File: config.mk
export PLATFORM = sky130hd
export DESIGN_NAME = io_bus_arbiter_flat
export DESIGN_NICKNAME = d
export VERILOG_FILES = /design/src/rtl/io_bus_arbiter_if.sv /design/src/rtl/io_bus_arbiter.sv /design/src/flat_wrapper.sv
export SDC_FILE = /design/constraint.sdc
export NUM_CORES = 1
export LEC_CHECK = 0
export CAP_MARGIN = 10
export CORE_MARGIN = 2
export CORE_UTILIZATION = 40
export CTS_CLUSTER_DIAMETER = 150
export DETAILED_ROUTE_END_ITERATION = 8
export PLACE_DENSITY_LB_ADDON = 0.05
export SKIP_CTS_REPAIR_TIMING = 1
export SYNTH_ARGS = -nofsm -noshare
export SYNTH_HDL_FRONTEND = slang
export SYNTH_SLANG_ARGS = --single-unit
File: constraint.sdc
create_clock -name clk -period 1.9 [get_ports clk]
set_input_delay 0.38 -clock clk [delete_from_list [all_inputs] [get_ports clk]]
set_output_delay 0.38 -clock clk [all_outputs]
set_load 0.01 [all_outputs]
File: src/rtl/io_bus_arbiter_if.sv
// Signal bundle shared by the two requesting masters, the I/O bus arbiter and the I/O slave port.
// The arbiter connects through the slave modport; requesters and slave device use the master modport.
interface io_bus_arbiter_if;
    logic [1:0]  m_req;
    logic [1:0]  m_we;
    logic [10:0] m0_addr;
    logic [10:0] m1_addr;
    logic [31:0] m0_wdata;
    logic [31:0] m1_wdata;
    logic [3:0]  m0_be;
    logic [3:0]  m1_be;
    logic [1:0]  m_ack;
    logic [31:0] m_rdata;
    logic        s_read;
    logic        s_write;
    logic [10:0] s_address;
    logic [31:0] s_data_in;
    logic [3:0]  s_be;
    logic [31:0] s_data_out;

    modport slave (
        input  m_req, m_we, m0_addr, m1_addr, m0_wdata, m1_wdata, m0_be, m1_be, s_data_out,
        output m_ack, m_rdata, s_read, s_write, s_address, s_data_in, s_be
    );

    modport master (
        output m_req, m_we, m0_addr, m1_addr, m0_wdata, m1_wdata, m0_be, m1_be, s_data_out,
        input  m_ack, m_rdata, s_read, s_write, s_address, s_data_in, s_be
    );
endinterface

File: src/rtl/io_bus_arbiter.sv
// Two-master I/O bus arbiter: grants one request, holds the slave access for ACCESS_CYCLES, acks.
// Define IO_ARB_RR_EN for round-robin tie breaking; otherwise master 0 has fixed priority.
module io_bus_arbiter #(
    parameter int ACCESS_CYCLES = 2
) (
    input logic             clk,
    input logic             rst,
    io_bus_arbiter_if.slave bus
);

`ifdef IO_ARB_RR_EN
    localparam logic RR_EN = 1'b1;
`else
    localparam logic RR_EN = 1'b0;
`endif
    localparam logic [3:0] CNT_LOAD = 4'(ACCESS_CYCLES - 1);

    typedef enum logic [1:0] {IDLE, ACCESS, ACK} state_t;

    typedef struct packed {
        logic        we;
        logic [10:0] addr;
        logic [31:0] wdata;
        logic [3:0]  be;
    } req_t;

    state_t     state, state_nxt;
    logic [3:0] cnt;
    logic       gnt, gnt_sel, last_grant, we_q;
    req_t       sel_req;

    // Ties go to the master that was not granted last when round-robin is built in.
    always_comb begin
        gnt_sel = 1'b0;
        if (bus.m_req == 2'b10)
            gnt_sel = 1'b1;
        else if (bus.m_req == 2'b11)
            gnt_sel = RR_EN & ~last_grant;
    end

    always_comb begin
        if (gnt_sel) begin
            sel_req.we    = bus.m_we[1];
            sel_req.addr  = bus.m1_addr;
            sel_req.wdata = bus.m1_wdata;
            sel_req.be    = bus.m1_be;
        end else begin
            sel_req.we    = bus.m_we[0];
            sel_req.addr  = bus.m0_addr;
            sel_req.wdata = bus.m0_wdata;
            sel_req.be    = bus.m0_be;
        end
    end

    always_ff @(posedge clk) begin
        if (rst)
            state <= IDLE;
        else
            state <= state_nxt;
    end

    always_comb begin
        state_nxt = state;
        unique case (state)
            IDLE:    if (|bus.m_req) state_nxt = ACCESS;
            ACCESS:  if (cnt == 4'd0) state_nxt = ACK;
            ACK:     state_nxt = IDLE;
            default: state_nxt = IDLE;
        endcase
    end

    // Strobes and ack are set on the transition into the cycle they belong to, so all are registered.
    always_ff @(posedge clk) begin
        if (rst) begin
            cnt           <= 4'd0;
            gnt           <= 1'b0;
            last_grant    <= 1'b1;
            we_q          <= 1'b0;
            bus.m_ack     <= 2'b00;
            bus.m_rdata   <= 32'd0;
            bus.s_read    <= 1'b0;
            bus.s_write   <= 1'b0;
            bus.s_address <= 11'd0;
            bus.s_data_in <= 32'd0;
            bus.s_be      <= 4'd0;
        end else begin
            bus.m_ack   <= 2'b00;
            bus.s_read  <= 1'b0;
            bus.s_write <= 1'b0;
            case (state)
                IDLE: if (|bus.m_req) begin
                    gnt           <= gnt_sel;
                    last_grant    <= gnt_sel;
                    we_q          <= sel_req.we;
                    bus.s_address <= sel_req.addr;
                    bus.s_data_in <= sel_req.wdata;
                    bus.s_be      <= sel_req.be;
                    bus.s_write   <= sel_req.we;
                    bus.s_read    <= ~sel_req.we;
                    cnt           <= CNT_LOAD;
                end
                ACCESS: begin
                    if (cnt == 4'd0) begin
                        if (!we_q) bus.m_rdata <= bus.s_data_out;
                        bus.m_ack <= gnt ? 2'b10 : 2'b01;
                    end else begin
                        cnt <= cnt - 4'd1;
                    end
                end
                default: ;
            endcase
        end
    end

endmodule

File: src/flat_wrapper.sv
// flat-port wrapper written by rule: the top's interface ports become plain ports
module io_bus_arbiter_flat 
#(
    parameter int ACCESS_CYCLES = 2
)
  (clk, rst, bus_m_req, bus_m_we, bus_m0_addr, bus_m1_addr, bus_m0_wdata, bus_m1_wdata, bus_m0_be, bus_m1_be, bus_s_data_out, bus_m_ack, bus_m_rdata, bus_s_read, bus_s_write, bus_s_address, bus_s_data_in, bus_s_be);
  io_bus_arbiter_if bus_i ();
  input logic clk;
  input logic rst;
  input wire logic [$bits(bus_i.m_req)-1:0] bus_m_req;
  input wire logic [$bits(bus_i.m_we)-1:0] bus_m_we;
  input wire logic [$bits(bus_i.m0_addr)-1:0] bus_m0_addr;
  input wire logic [$bits(bus_i.m1_addr)-1:0] bus_m1_addr;
  input wire logic [$bits(bus_i.m0_wdata)-1:0] bus_m0_wdata;
  input wire logic [$bits(bus_i.m1_wdata)-1:0] bus_m1_wdata;
  input wire logic [$bits(bus_i.m0_be)-1:0] bus_m0_be;
  input wire logic [$bits(bus_i.m1_be)-1:0] bus_m1_be;
  input wire logic [$bits(bus_i.s_data_out)-1:0] bus_s_data_out;
  output wire logic [$bits(bus_i.m_ack)-1:0] bus_m_ack;
  output wire logic [$bits(bus_i.m_rdata)-1:0] bus_m_rdata;
  output wire logic [$bits(bus_i.s_read)-1:0] bus_s_read;
  output wire logic [$bits(bus_i.s_write)-1:0] bus_s_write;
  output wire logic [$bits(bus_i.s_address)-1:0] bus_s_address;
  output wire logic [$bits(bus_i.s_data_in)-1:0] bus_s_data_in;
  output wire logic [$bits(bus_i.s_be)-1:0] bus_s_be;
  assign bus_i.m_req = bus_m_req;
  assign bus_i.m_we = bus_m_we;
  assign bus_i.m0_addr = bus_m0_addr;
  assign bus_i.m1_addr = bus_m1_addr;
  assign bus_i.m0_wdata = bus_m0_wdata;
  assign bus_i.m1_wdata = bus_m1_wdata;
  assign bus_i.m0_be = bus_m0_be;
  assign bus_i.m1_be = bus_m1_be;
  assign bus_i.s_data_out = bus_s_data_out;
  assign bus_m_ack = bus_i.m_ack;
  assign bus_m_rdata = bus_i.m_rdata;
  assign bus_s_read = bus_i.s_read;
  assign bus_s_write = bus_i.s_write;
  assign bus_s_address = bus_i.s_address;
  assign bus_s_data_in = bus_i.s_data_in;
  assign bus_s_be = bus_i.s_be;
  io_bus_arbiter #(.ACCESS_CYCLES(ACCESS_CYCLES)) u_core (.clk(clk), .rst(rst), .bus(bus_i));
endmodule
==> impl_metrics.tcl, run 1 <==
set metrics [dict create \
    outcome "complete, no violations" \
    cts-buffers-inserted 9 \
    setup_ws_post_layout_ns 0.205 \
    post-route-period-util 0.892 \
    gr-usage-all-layers 0.206 \
    worst-endpoint-arrival_ns 1.93 \
    drtAntennaViolNets 0 \
    combinationalPowerShare 0.304 \
    static-leakage-power_nw 2.34 \
    synthDistinctLibCells 32 \
    dp.final_hpwl_um 8870 \
    vdd.ir_drop.worst_mv 0.500 \
    yosys_register_bits 91 \
    antennaDiodeCount 0 \
    power_per_standard_cell_area_nw_per_um2 782 \
    share_of_power_burned_in_registers 0.424 \
    drc_violation_total_after_the_first_tritonroute_iteration 82 \
    timing.final.setup_violations 0 \
    synthCells 363 \
    grt_pass1_vias 3515 \
    clk_pin_slew_ns 0.09 \
    synth_nets 497 \
    largest_net_degree_at_the_start_of_global_routing 66 \
    critical_path.top_delay_family "simple AND/OR/NAND/NOR gates" \
    die-height_um 106 \
    drt-pass1-iter-count 4 \
    routabilityCongestion 0.711 \
    switching_power_w 0.00154 \
    max_slew_margin 0.643 \
    internal_power_w 0.00370 \
    final_area_um2 6690 \
    die_x_um 106 \
    area_growth_syn_to_layout_pct 59.8 \
    worst-endpoint-required_ns 2.13 \
    cts.root.buffer_cell "sky130_fd_sc_hd__clkbuf_8" \
    syn_area_um2 4190 \
    worst_path_largest_cell_delay_ns 0.37 \
    place.port_buffers 214 \
    detailed_place.area_um2 6470 \
    cts_num_sinks 91 \
    post_place_worst_slack_ns -0.0379 \
    critical_path.startpoint_type "flip-flop" \
    clock_insertion_delay_worst_skew_ns 0.36 \
    synth.yosys.seq_area_share 0.435 \
    layout_cells_sized_above_1 0.162 \
    tightestPinTransition_ns 0.536 \
    worstHoldPathType "flip-flop to flip-flop" \
    grt_antenna_before_repair 0 \
    initial_core_util 0.409 \
    max-clock-path-buffers 2 \
    grt_overflow 0 \
    syn_avg_cell_area_um2 11.5 \
    critical_path.max_fanout 22 \
    minimum_clock_period_after_layout_ns 1.70 \
    final_routed_wire_length_divided_by_cell_count_um 17.0 \
    power.switching_fraction 0.294 \
    critPathSlowestCell "sky130_fd_sc_hd__or3b_1" \
    critical_path_cell_by_cell "inv_1 > ha_1 > or3b_1 > buf_4 > o31ai_1 > a21oi_1" \
    die-area_um2 11300 \
    grt_pass1_wl_um 18400 \
    fp-row-count 37 \
    drt_wl_total_um 12000 \
    critPathBufInv 2 \
    hold_ws_ns 0.464 \
    worst_setup_path_end_kind "flip-flop" \
    drc_errors 0 \
    hold_viol 0 \
    route.vias.total 3664 \
    core_um2 10200 \
    fmax_mhz 590 \
    synth.yosys.warnings 0 \
    drv_slew 0 \
    layout.nets 699 \
    post_drt_via_cell_ratio 5.20 \
    fin_worst_skew_ns 0.00983 \
    clock_power_share 0.272 \
    cts_tree "built" \
    io_pins 215 \
    cap_violations 0 \
    htreeDepth 3 \
    grt_setup_unrepaired "false" \
    path_class "flip-flop to flip-flop" \
]
==> registers in the layout, summed over array words and instances (netlist names), 2 cells and up <==
name and flops:
u_core.bus.s_data_in 32, u_core.bus.s_address 11, u_core.state 2, u_core.bus.m_ack 2
u_core.bus.s_be 4, u_core.bus.m_rdata 32, u_core.cnt 4
==> worst reg2reg max path, delay by kind of cell (launching register included) <==
kind	cells	cell delay (ns)
DFF	1	0.34
adders and majority gates	1	0.17
AOI/OAI and AO/OA	2	0.37
and+or+nand+nor	1	0.37
buffers and inverters	2	0.31
==> cells by family after synthesis <==
family | after synthesis | synth area share
buffers and inverters | 47 | 0.0595
and+or+nand+nor | 51 | 0.0983
adders and majority gates | 2 | 0.00597
muxes | 48 | 0.115
AOI/OAI and AO/OA | 124 | 0.287
DFF | 91 | 0.435
==> synthesized netlist by cell type <==
library cell | count | area share
sky130_fd_sc_hd__o31ai_1 | 32 | 0.057
sky130_fd_sc_hd__nor2_1 | 2 | 0.0018
sky130_fd_sc_hd__inv_1 | 3 | 0.0027
sky130_fd_sc_hd__o2bb2ai_2 | 48 | 0.17
sky130_fd_sc_hd__o221ai_1 | 1 | 0.0021
sky130_fd_sc_hd__or3b_1 | 1 | 0.0021
sky130_fd_sc_hd__nand4b_1 | 32 | 0.067
sky130_fd_sc_hd__and2_1 | 1 | 0.0015
sky130_fd_sc_hd__ha_1 | 2 | 0.0060
sky130_fd_sc_hd__or4_1 | 2 | 0.0036
sky130_fd_sc_hd__nor2b_1 | 3 | 0.0045
sky130_fd_sc_hd__nand2b_1 | 1 | 0.0015
sky130_fd_sc_hd__a21boi_0 | 2 | 0.0036
sky130_fd_sc_hd__a31oi_1 | 1 | 0.0015
sky130_fd_sc_hd__o21ai_0 | 3 | 0.0036
sky130_fd_sc_hd__or2_4 | 1 | 0.0021
sky130_fd_sc_hd__dfxtp_1 | 91 | 0.44
sky130_fd_sc_hd__nor2b_2 | 1 | 0.0021
sky130_fd_sc_hd__or3_1 | 3 | 0.0045
sky130_fd_sc_hd__buf_2 | 19 | 0.023
sky130_fd_sc_hd__clkbuf_1 | 18 | 0.016
sky130_fd_sc_hd__a21oi_1 | 34 | 0.041
sky130_fd_sc_hd__mux2i_1 | 48 | 0.11
sky130_fd_sc_hd__nor3_1 | 1 | 0.0012
sky130_fd_sc_hd__o21ba_2 | 1 | 0.0024
sky130_fd_sc_hd__buf_6 | 6 | 0.016
sky130_fd_sc_hd__o21a_1 | 1 | 0.0018
sky130_fd_sc_hd__buf_4 | 1 | 0.0018
sky130_fd_sc_hd__nor4_1 | 1 | 0.0015
sky130_fd_sc_hd__o22ai_1 | 1 | 0.0015
sky130_fd_sc_hd__nor3b_2 | 1 | 0.0030
sky130_fd_sc_hd__or3b_2 | 1 | 0.0021
==> placed cells by master, fill, tap and decap left out <==
cell / n
sky130_fd_sc_hd__nor2b_1: 1
sky130_fd_sc_hd__nor2b_4: 1
sky130_fd_sc_hd__a21oi_1: 34
sky130_fd_sc_hd__nor2_1: 2
sky130_fd_sc_hd__or3b_2: 1
sky130_fd_sc_hd__or4_1: 2
sky130_fd_sc_hd__nand2b_1: 1
sky130_fd_sc_hd__o22ai_1: 1
sky130_fd_sc_hd__dfxtp_1: 91
sky130_fd_sc_hd__nand4b_1: 32
sky130_fd_sc_hd__or2_4: 1
sky130_fd_sc_hd__nor3b_4: 1
sky130_fd_sc_hd__inv_1: 3
sky130_fd_sc_hd__and2_1: 1
sky130_fd_sc_hd__nor2b_2: 2
sky130_fd_sc_hd__or3b_1: 1
sky130_fd_sc_hd__clkinvlp_4: 3
sky130_fd_sc_hd__a21boi_0: 2
sky130_fd_sc_hd__buf_12: 3
sky130_fd_sc_hd__buf_4: 18
sky130_fd_sc_hd__clkinv_4: 1
sky130_fd_sc_hd__a31oi_1: 1
sky130_fd_sc_hd__nor4_1: 1
sky130_fd_sc_hd__or3_1: 2
sky130_fd_sc_hd__o31ai_1: 32
sky130_fd_sc_hd__clkdlybuf4s50_1: 214
sky130_fd_sc_hd__nor3_1: 1
sky130_fd_sc_hd__o21ai_0: 3
sky130_fd_sc_hd__o221ai_1: 1
sky130_fd_sc_hd__ha_1: 2
sky130_fd_sc_hd__bufinv_16: 2
sky130_fd_sc_hd__o21a_1: 1
sky130_fd_sc_hd__clkbuf_8: 9
sky130_fd_sc_hd__o2bb2ai_2: 48
sky130_fd_sc_hd__mux2i_1: 48
sky130_fd_sc_hd__or3_2: 1
sky130_fd_sc_hd__o21ba_2: 1
==> final timing paths <==
| path | start | to | slack (ns) | cells past startpoint |
|---|---|---|---|---|
| min reg2reg | u_core.gnt | u_core.bus.m_ack[0] | 0.46 | 1 |
| min | u_core.gnt | u_core.bus.m_ack[0] | 0.46 | 1 |
| max | u_core.cnt[0] | u_core.bus.m_rdata[7] | 0.20 | 6 |
| max reg2reg | u_core.cnt[0] | u_core.bus.m_rdata[7] | 0.20 | 6 |
==> power by group through the flow <==
stage	registers [W]	clock network [W]	logic, W
floorplan	0.00234	0	0.000703
global placement	0.00226	0	0.00158
detailed placement	0.00226	0	0.00160
CTS	0.00222	0.00148	0.00161
global route	0.00224	0.00153	0.00170
finish	0.00222	0.00142	0.00159
==> cell type report <==
| class | instances | area, um^2 |
|---|---|---|
| Sequential cell | 91 | 1820 |
| Inverter | 3 | 11.3 |
| Clock inverter | 6 | 91.3 |
| Tap cell | 136 | 170 |
| Multi-Input combinational cell | 225 | 2130 |
| Fill cell | 826 | 3540 |
| Timing Repair Buffer | 235 | 2340 |
| Clock buffer | 9 | 124 |
==> metrics by stage <==
stage	TNS, ns	instances	total power, W	utilization
floorplan	0	363	0.00304	-
global placement	-0.275	690	0.00384	0.633
detailed placement	-0.869	690	0.00387	0.633
CTS	0	705	0.00530	0.654
global route	0	705	0.00547	0.654
finish	0	705	0.00523	0.654
==> metal layers <==
layer,part of all wire,track usage
met1,0.41,0.242
met4,0.011,0.0761
met2,0.49,0.354
met5,0,0
met3,0.086,0.0607
Note: power is estimated with default switching activity, not from simulation.
==> run 2: changes to the inputs <==
--- a/config.mk
+++ b/config.mk
@@ -10,6 +10,7 @@
 export CORE_UTILIZATION = 40
 export CTS_CLUSTER_DIAMETER = 150
 export DETAILED_ROUTE_END_ITERATION = 8
+export MAX_ROUTING_LAYER = met4
 export PLACE_DENSITY_LB_ADDON = 0.05
 export SKIP_CTS_REPAIR_TIMING = 1
 export SYNTH_ARGS = -nofsm -noshare
==> impl_metrics.tcl, run 2 (same netlist as run 1, synthesis figures left out) <==
set metrics [dict create \
    drv_slew 0 \
    worst_setup_path_end_kind "flip-flop" \
    drt-pass1-iter-count 4 \
    power.switching_fraction 0.294 \
    total_negative_slack_for_setup_checks_ns 0 \
    internal_power_w 0.00370 \
    post-route-period-util 0.892 \
    timing.final.setup_violations 0 \
    cap_violations 0 \
    drtAntennaViolNets 0 \
    post_drt_via_cell_ratio 5.22 \
    clock_power_share 0.272 \
    numPlacedInstances 690 \
    setup_ws_post_layout_ns 0.206 \
    clock_insertion_delay_worst_skew_ns 0.36 \
    cts_num_sinks 91 \
    clk_pin_slew_ns 0.09 \
    htreeDepth 3 \
    combinationalPowerShare 0.304 \
    switching_power_w 0.00154 \
    core_um2 10200 \
    holdPathStages 1 \
    biggestRegsByFlops "u_core.bus.m_rdata x32, u_core.bus.s_data_in x32, u_core.bus.s_address x11" \
    grt_overflow 0 \
    fp-row-count 37 \
    worst-endpoint-required_ns 2.13 \
    critical_path.startpoint_type "flip-flop" \
    die-area_um2 11300 \
    layout.nets 699 \
    area_growth_syn_to_layout_pct 59.8 \
    outcome "complete, no violations" \
    fin_worst_skew_ns 0.0106 \
    final-instance-count-excl-fill 705 \
    grt_pass1_vias 3528 \
    max-clock-path-buffers 2 \
    share_of_power_burned_in_registers 0.424 \
    tightestPinTransition_ns 0.539 \
    fmax_mhz 590 \
    gr-usage-all-layers 0.211 \
    routabilityCongestion 0.719 \
    power_per_standard_cell_area_nw_per_um2 783 \
    hold_viol 0 \
    post_place_worst_slack_ns -0.0379 \
    layout_cells_sized_above_1 0.162 \
    vdd.ir_drop.worst_mv 0.500 \
    cts-buffers-inserted 9 \
    final_routed_wire_length_divided_by_cell_count_um 17.1 \
    route.vias.total 3679 \
    worst-endpoint-arrival_ns 1.93 \
    io_pins 215 \
    final_common_cell "sky130_fd_sc_hd__clkdlybuf4s50_1" \
    grt_antenna_before_repair 0 \
    drc_violation_total_after_the_first_tritonroute_iteration 83 \
    path_class "flip-flop to flip-flop" \
    max_slew_margin 0.641 \
    cts_tree "built" \
    initial_core_util 0.409 \
    drc_errors 0 \
    static-leakage-power_nw 2.34 \
    grt_setup_unrepaired "false" \
    place.port_buffers 214 \
    antennaDiodeCount 0 \
    worstRegToRegCells 6 \
    die_x_um 106 \
    grt_pass1_wl_um 18400 \
    dp.final_hpwl_um 8870 \
    minimum_clock_period_after_layout_ns 1.69 \
    drt_wl_total_um 12100 \
    die-height_um 106 \
    finalPower_w 0.00524 \
    cts.root.buffer_cell "sky130_fd_sc_hd__clkbuf_8" \
    critical_path.max_fanout 22 \
    layout_common_cells "sky130_fd_sc_hd__clkdlybuf4s50_1 (214), sky130_fd_sc_hd__dfxtp_1 (91), sky130_fd_sc_hd__mux2i_1 (48), sky130_fd_sc_hd__o2bb2ai_2 (48), sky130_fd_sc_hd__a21oi_1 (34)" \
    largest_net_degree_at_the_start_of_global_routing 66 \
    worstHoldPathType "flip-flop to flip-flop" \
]
run 2: cell counts in the layout (fill, tap and decap cells not counted):
Identical to the previous run, type by type.
run 2: power groups by stage:
stage               sequential [W]  combinational, W  clock [W]
floorplan                  0.00234          0.000703          0
global placement           0.00226           0.00158          0
detailed placement         0.00226           0.00160          0
CTS                        0.00222           0.00161    0.00148
global route               0.00224           0.00170    0.00153
finish                     0.00222           0.00159    0.00143
run 2: area by class of cell:
class | instances | area (um^2)
fill | 826 | 3540
timing repair buffer | 235 | 2340
multi-input combinational | 225 | 2130
sequential | 91 | 1820
tap | 136 | 170
clock buffer | 9 | 124
clock inverter | 6 | 91.3
inverter | 3 | 11.3
run 2: worst paths after layout:
| path | start | end | slack, ns |
|---|---|---|---|
| min reg2reg | u_core.gnt | u_core.bus.m_ack[0] | 0.47 |
| min | u_core.gnt | u_core.bus.m_ack[0] | 0.47 |
| max | u_core.cnt[0] | u_core.bus.m_rdata[9] | 0.21 |
| max reg2reg | u_core.cnt[0] | u_core.bus.m_rdata[9] | 0.21 |
run 2: layer usage:
layer / vias to the layer above / global-route usage / part of all wire
met3: 15 / 0.0497 / 0.074
met5: - / - / 0
li1: 1805 / - / -
met1: 1736 / 0.247 / 0.42
met2: 123 / 0.355 / 0.49
met4: 0 / 0.0761 / 0.014
run 2: through the flow:
stage / hold slack [ns] / utilization / cell area [um^2]
finish: 0.466 / 0.654 / 6690
CTS: 0.460 / 0.654 / 6690
global route: 0.483 / 0.654 / 6690
global placement: 0.438 / 0.633 / 6470
floorplan: 0.409 / - / 4190
detailed placement: 0.443 / 0.633 / 6470
run 2: worst max-delay path, stage by stage (launching register included):
cell and delay [ns]:
sky130_fd_sc_hd__dfxtp_1 0.34, sky130_fd_sc_hd__inv_1 0.08, sky130_fd_sc_hd__ha_1 0.17, sky130_fd_sc_hd__or3b_1 0.37, sky130_fd_sc_hd__buf_4 0.23, sky130_fd_sc_hd__o31ai_1 0.27, sky130_fd_sc_hd__a21oi_1 0.10
